### src/rtl/fifo_pack_pkg.sv
// fifo_pack_pkg: shared state encoding and counter width for the FIFO word packer.
package fifo_pack_pkg;
    typedef enum logic {FILL, HOLD} pack_state_t;
    localparam int COUNT_W = 16;
endpackage

### src/rtl/pack_idle_timer.sv
// pack_idle_timer: counts idle cycles and pulses expire on the TIMEOUT-th one.
module pack_idle_timer #(
    parameter int TIMEOUT = 16
) (
    input  logic clk,
    input  logic rst_n,
    input  logic clr,
    input  logic en,
    output logic expire
);
    localparam int W = $clog2(TIMEOUT);
    logic [W-1:0] idle_cnt;
    assign expire = en & (idle_cnt == W'(TIMEOUT - 1));
    always_ff @(posedge clk or negedge rst_n)
        if (!rst_n) idle_cnt <= '0;
        else if (clr | expire) idle_cnt <= '0;
        else if (en) idle_cnt <= idle_cnt + 1'b1;
endmodule

### src/rtl/fifo_word_packer.sv
// fifo_word_packer: drains FIFO entries into LANES-wide words with keep/last,
// closing partial words on flush or idle timeout.
module fifo_word_packer
    import fifo_pack_pkg::*;
#(
    parameter int DATA_WIDTH = 8,
    parameter int LANES      = 4,
    parameter int TIMEOUT    = 16
) (
    input  logic                        clk,
    input  logic                        rst_n,
    input  logic                        fifo_empty,
    input  logic                        fifo_valid,
    input  logic [DATA_WIDTH-1:0]       fifo_data,
    output logic                        fifo_rd_en,
    input  logic                        flush,
    output logic                        out_valid,
    input  logic                        out_ready,
    output logic [DATA_WIDTH*LANES-1:0] out_data,
    output logic [LANES-1:0]            out_keep,
    output logic                        out_last,
    output logic                        err,
    output logic [COUNT_W-1:0]          word_count
);
    localparam int LW = $clog2(LANES + 1);
    pack_state_t state;
    logic [LW-1:0] lane_cnt;
    logic rd_pend, flush_pend, cap, flush_go, idle_en, idle_clr, expire;
    logic [LANES-1:0] part_keep;
    // Lanes in flight count against capacity so a word never over-fills.
    assign fifo_rd_en = rst_n & (state == FILL) & !fifo_empty & !flush_pend &
                        ({1'b0, lane_cnt} + (LW+1)'(rd_pend) < (LW+1)'(LANES));
    assign cap      = fifo_valid & rd_pend;
    assign flush_go = (state == FILL) & flush_pend & !rd_pend;
    assign idle_en  = (state == FILL) & (lane_cnt != '0) & !rd_pend & !fifo_valid & fifo_empty;
    assign idle_clr = cap | (state == HOLD);
    always_comb begin
        part_keep = '0;
        for (int i = 0; i < LANES; i++) part_keep[i] = LW'(i) < lane_cnt;
    end
    pack_idle_timer #(.TIMEOUT(TIMEOUT)) u_timer (
        .clk    (clk),
        .rst_n  (rst_n),
        .clr    (idle_clr),
        .en     (idle_en),
        .expire (expire)
    );
    always_ff @(posedge clk or negedge rst_n)
        if (!rst_n) begin
            state      <= FILL;
            lane_cnt   <= '0;
            rd_pend    <= 1'b0;
            flush_pend <= 1'b0;
            out_valid  <= 1'b0;
            out_data   <= '0;
            out_keep   <= '0;
            out_last   <= 1'b0;
            err        <= 1'b0;
            word_count <= '0;
        end else begin
            rd_pend    <= fifo_rd_en;
            flush_pend <= flush | (flush_pend & !flush_go);
            if (fifo_valid & !rd_pend) err <= 1'b1;
            if (state == FILL) begin
                if (cap) begin
                    out_data[lane_cnt*DATA_WIDTH +: DATA_WIDTH] <= fifo_data;
                    lane_cnt <= lane_cnt + 1'b1;
                    if (lane_cnt == LW'(LANES - 1)) begin
                        state     <= HOLD;
                        out_valid <= 1'b1;
                        out_keep  <= '1;
                        out_last  <= 1'b0;
                    end
                end else if (flush_go) begin
                    if (lane_cnt != '0) begin
                        state     <= HOLD;
                        out_valid <= 1'b1;
                        out_keep  <= part_keep;
                        out_last  <= 1'b1;
                    end
                end else if (expire) begin
                    state     <= HOLD;
                    out_valid <= 1'b1;
                    out_keep  <= part_keep;
                    out_last  <= 1'b0;
                end
            end else if (out_ready) begin
                state      <= FILL;
                out_valid  <= 1'b0;
                lane_cnt   <= '0;
                out_data   <= '0;
                out_keep   <= '0;
                out_last   <= 1'b0;
                word_count <= word_count + 1'b1;
            end
        end
endmodule

### config.mk
export PLATFORM = sky130hd
export DESIGN_NAME = fifo_word_packer
export DESIGN_NICKNAME = d
export VERILOG_FILES = /design/src/rtl/fifo_pack_pkg.sv /design/src/rtl/pack_idle_timer.sv /design/src/rtl/fifo_word_packer.sv
export SDC_FILE = /design/constraint.sdc
export NUM_CORES = 1
export LEC_CHECK = 0
export ABC_AREA = 1
export ABC_CLOCK_PERIOD_IN_PS = 1800
export CAP_MARGIN = 0
export CORE_MARGIN = 2
export CORE_UTILIZATION = 30
export CTS_CLUSTER_SIZE = 10
export DETAILED_ROUTE_END_ITERATION = 10
export PLACE_DENSITY = 0.65
export RECOVER_POWER = 50
export REMOVE_ABC_BUFFERS = 1
export SLEW_MARGIN = 30
export SYNTH_ARGS = -nofsm -noshare
export SYNTH_HDL_FRONTEND = slang
export SYNTH_HIERARCHICAL = 1
export SYNTH_SLANG_ARGS = --single-unit
### constraint.sdc
create_clock -name clk -period 1.8 [get_ports clk]
set_input_delay 0.27 -clock clk [delete_from_list [all_inputs] [get_ports clk]]
set_output_delay 0.27 -clock clk [all_outputs]
set_load 0.01 [all_outputs]
==> out/results.tsv <==
stage	metric	value	unit
outcome	outcome	finished with violations	
outcome	failing checks	max-capacitance violations, max-slew violations	
routing	Initial DRC Count	121	
clocking	clock slew at reported path FFs	0.07	ns
sta	max-slew violations	66	
sta	setup violators final	0	
logic_synthesis	synth warn	6	
die	# IOs	70	
logic_synthesis	Yosys top cell area share	48.42	%
logic_synthesis	largest cells by area after synthesis	dfrtp_1, nand2_1, nand3_1	
grt	GRT Total Usage	14.96	%
routing	DR vias/cell	4.534	
routing	DR pass1 iterations	4	
logic_synthesis	Primary FF master, synth	dfrtp_1	
layout	Area Overhead vs Synth	40.22	%
logic_synthesis	asr flop ratio synth	100.0	%
min_path	HP Class	input pin to flip-flop	
layout	final net count	519	
flow_run	MaxCap Viol Count	1	
sta	Max-slew headroom	-6.161	%
sta	unrepaired setup endpoints after global routing	true	
sta	final hold violations	0	
setup_path	CP required	2.03	ns
clocking	cts bufs inserted	9	
routing	Routed WL	8598	microns
sta	Max Clock Skew	0.01054	ns
placement	number of port buffers	69	
power_and_ir_drop	Sw Ratio	36.70	%
die	row count	38	
grt	first-pass GRT wire length	13940	microns
clocking	total number of H-tree levels	3	
die	Core Region	0.01089	sq mm
min_path	Hold Path End	rd_pend	
sta	Least-Margin Pin Slew	1.592	ns
layout	filler cell count	1028	
die	height of the chip	109.8	microns
grt	vias in the first global route	2881	
power_and_ir_drop	Net Sw Power	1.843	mW
clocking	Hold Buf Count CTS	0	
layout	Non-Filler Instances	642	
logic_synthesis	count leader, synth	nand2_1	
clocking	clk root buf	clkbuf_8	
power_and_ir_drop	power share of the combinational group	40.3	%
setup_path	CP Launch Type	flip-flop	
placement	placed instance count	617	
layout	layout cells sized above 1	17.93	%
routing	DRC Markers	0	
routing	post-route antenna net violation count	0	
logic_synthesis	Synth Area per Inst	8.614	sq um
placement	Area after DPL	0.004375	sq mm
power_and_ir_drop	Clock power frac	23.7	%
die	Horiz. Die Dim	109.8	microns
grt	GR Overflow Total	0	
placement	DP HPWL	6251	microns
sta	Tmin final	1.790	ns
routing	DR vias	2911	
logic_synthesis	post-synth top area cell	dfrtp_1	
setup_path	data arrival time of the worst path	2.02	ns
clocking	CTS tree	yes	
logic_synthesis	synth cell count leaders	nand2_1, dfrtp_1, inv_1	
routing	wire per inst	13.39	microns
min_path	hold_sp	rst_n	
logic_synthesis	#FFs+latches synth	65	
logic_synthesis	post-synth cell types	40	
setup_path	Setup CP Type	flip-flop to flip-flop	
logic_synthesis	post-synthesis instance total	390	
power_and_ir_drop	Power Total	5.022	mW
setup_path	CP max FO	6	
die	die area	0.01206	sq mm
grt	initial antenna violation count	0	
power_and_ir_drop	Pwr Density	1066	mW/mm^2
setup_path	Setup crit start	lane_cnt[1]	
power_and_ir_drop	Pleak	2.261	nW
sta	FMAX	558.6	MHz
layout	# diodes	0	
logic_synthesis	sequential share of the synthesized area	48.42	%
setup_path	worst r2r path cells	13	
logic_synthesis	Synth Cell Area	0.003359	sq mm
grt	largest net degree at the start of global routing	66	
setup_path	worst reg2reg path startpoint	lane_cnt[1]	
setup_path	CP endpoint kind	flip-flop	
clocking	Clock Latency Late Sink	0.35	ns
power_and_ir_drop	sequential power share	36.0	%
placement	global placement routability congestion	0.8223	
power_and_ir_drop	maximum vdd drop	0.4300	mV
die	Initial Util	30.85	%
logic_synthesis	number of synthesized flops with an enable pin	0	
power_and_ir_drop	Cell Int Power	3.179	mW
sta	Tcrit/Tclk final	99.46	%
setup_path	R2R setup slack	0.01	ns
clocking	maximum clock path buffer count	2	
layout	Design Area, Final	0.004711	sq mm
min_path	Hold Path Depth	4	
setup_path	RR Endpoint	out_valid	
clocking	Sink Count	65	
==> how the worst max path moves through the flow <==
stage / end / slack [ns]
after floorplan: out_keep[0] / -0.41
after global placement: fifo_rd_en / -0.08
after detailed placement: fifo_rd_en / -0.09
after CTS: fifo_rd_en / -0.03
after global routing: out_keep[3] / -0.15
final: out_valid / 0.01
==> routing by layer <==
metal  global-route usage, %  wire (microns)
met2                   23.53            4250
met3                   2.015             284
met1                   20.08            3928
met4                   7.595             134
met5                       0               0
==> sequential cells by signal, summed over array words and instances, names as in the netlist <==
register / cells
state: 1
out_data: 32
out_keep: 4
err: 1
flush_pend: 1
out_valid: 1
lane_cnt: 3
out_last: 1
word_count: 16
u_timer/idle_cnt: 4
rd_pend: 1
==> cells by family after synthesis <==
group / after synthesis / share of synthesized area, %
AOI/OAI and AO/OA: 38 / 7.226
adders and majority gates: 8 / 2.980
xor gates and xnor gates: 12 / 3.128
buffers and inverters: 68 / 9.348
and+or+nand+nor: 199 / 28.90
DFF: 65 / 48.42
==> worst max-delay path: stages, from the launching register on <==
cell,delay (ns)
dfrtp_1,0.38
inv_2,0.07
ha_4,0.16
ha_4,0.15
inv_2,0.05
nand3_2,0.07
nor3_4,0.14
nand2_1,0.09
nor2_2,0.14
inv_2,0.06
nand3_2,0.09
nand4_4,0.13
nand2_1,0.10
nand2_1,0.05
==> layout by cell type (no fill, tap or decap), types with 2 or more instances in the layout <==
cell              n
a21oi_1           2
buf_12            3
buf_4            28
buf_6             3
clkbuf_1          4
clkbuf_8         13
clkdlybuf4s50_1  60
clkinv_2          2
dfrtp_1          65
dlygate4sd3_1     7
ha_1              6
ha_4              2
inv_1            52
inv_2             5
nand2_1          85
nand2_2           9
nand2_4           3
nand3_1          52
nand3_2           4
nand4_1          10
nor2_1           22
nor2_2            4
nor3_4            3
o21ai_0          18
o21ai_1           9
o21ai_4           2
o22ai_1           2
xnor2_1           7
xor2_1            5
==> power groups by stage <==
stage	clock (mW)	combinational [mW]	sequential [mW]
5_1_grt	1.28	2.22	1.83
3_5_place_dp	0	1.83	1.83
4_1_cts	1.23	1.98	1.81
6_report	1.19	2.02	1.81
2_1_floorplan	0	0.848	1.92
3_3_place_gp	0	1.80	1.82
==> final cells by class <==
cell class | count | area, sq um | area share, %
sequential | 65 | 1627 | 34.53
timing repair buffer | 105 | 991.0 | 21.04
inverter | 59 | 229.0 | 4.861
clock buffer | 14 | 182.7 | 3.878
clock inverter | 2 | 10.01 | 0.2125
multi-input combinational | 257 | 1496 | 31.77
tap | 140 | 175.2 | 3.718
==> stage by stage <==
stage / hold slack, ns / TNS, ns / utilization, % / worst slack, ns
finish: 0.3403 / 0 / 43.27 / 0.009684
global route: 0.3605 / -2.176 / 43.27 / -0.1464
CTS: 0.1676 / -0.03054 / 43.11 / -0.03054
detailed placement: 0.4563 / -0.5751 / 40.19 / -0.09387
global placement: 0.4411 / -0.2212 / 40.19 / -0.08497
floorplan: -0.02559 / -8.937 / - / -0.4117
==> timing repair <==
action	CTS	global route
setup endpoints to repair	8	19
hold endpoints to repair	0	0
resized for setup	20	17
buffers inserted	8	3
pin swaps	14	11
No activity file was read; power rests on OpenSTA's default activity.
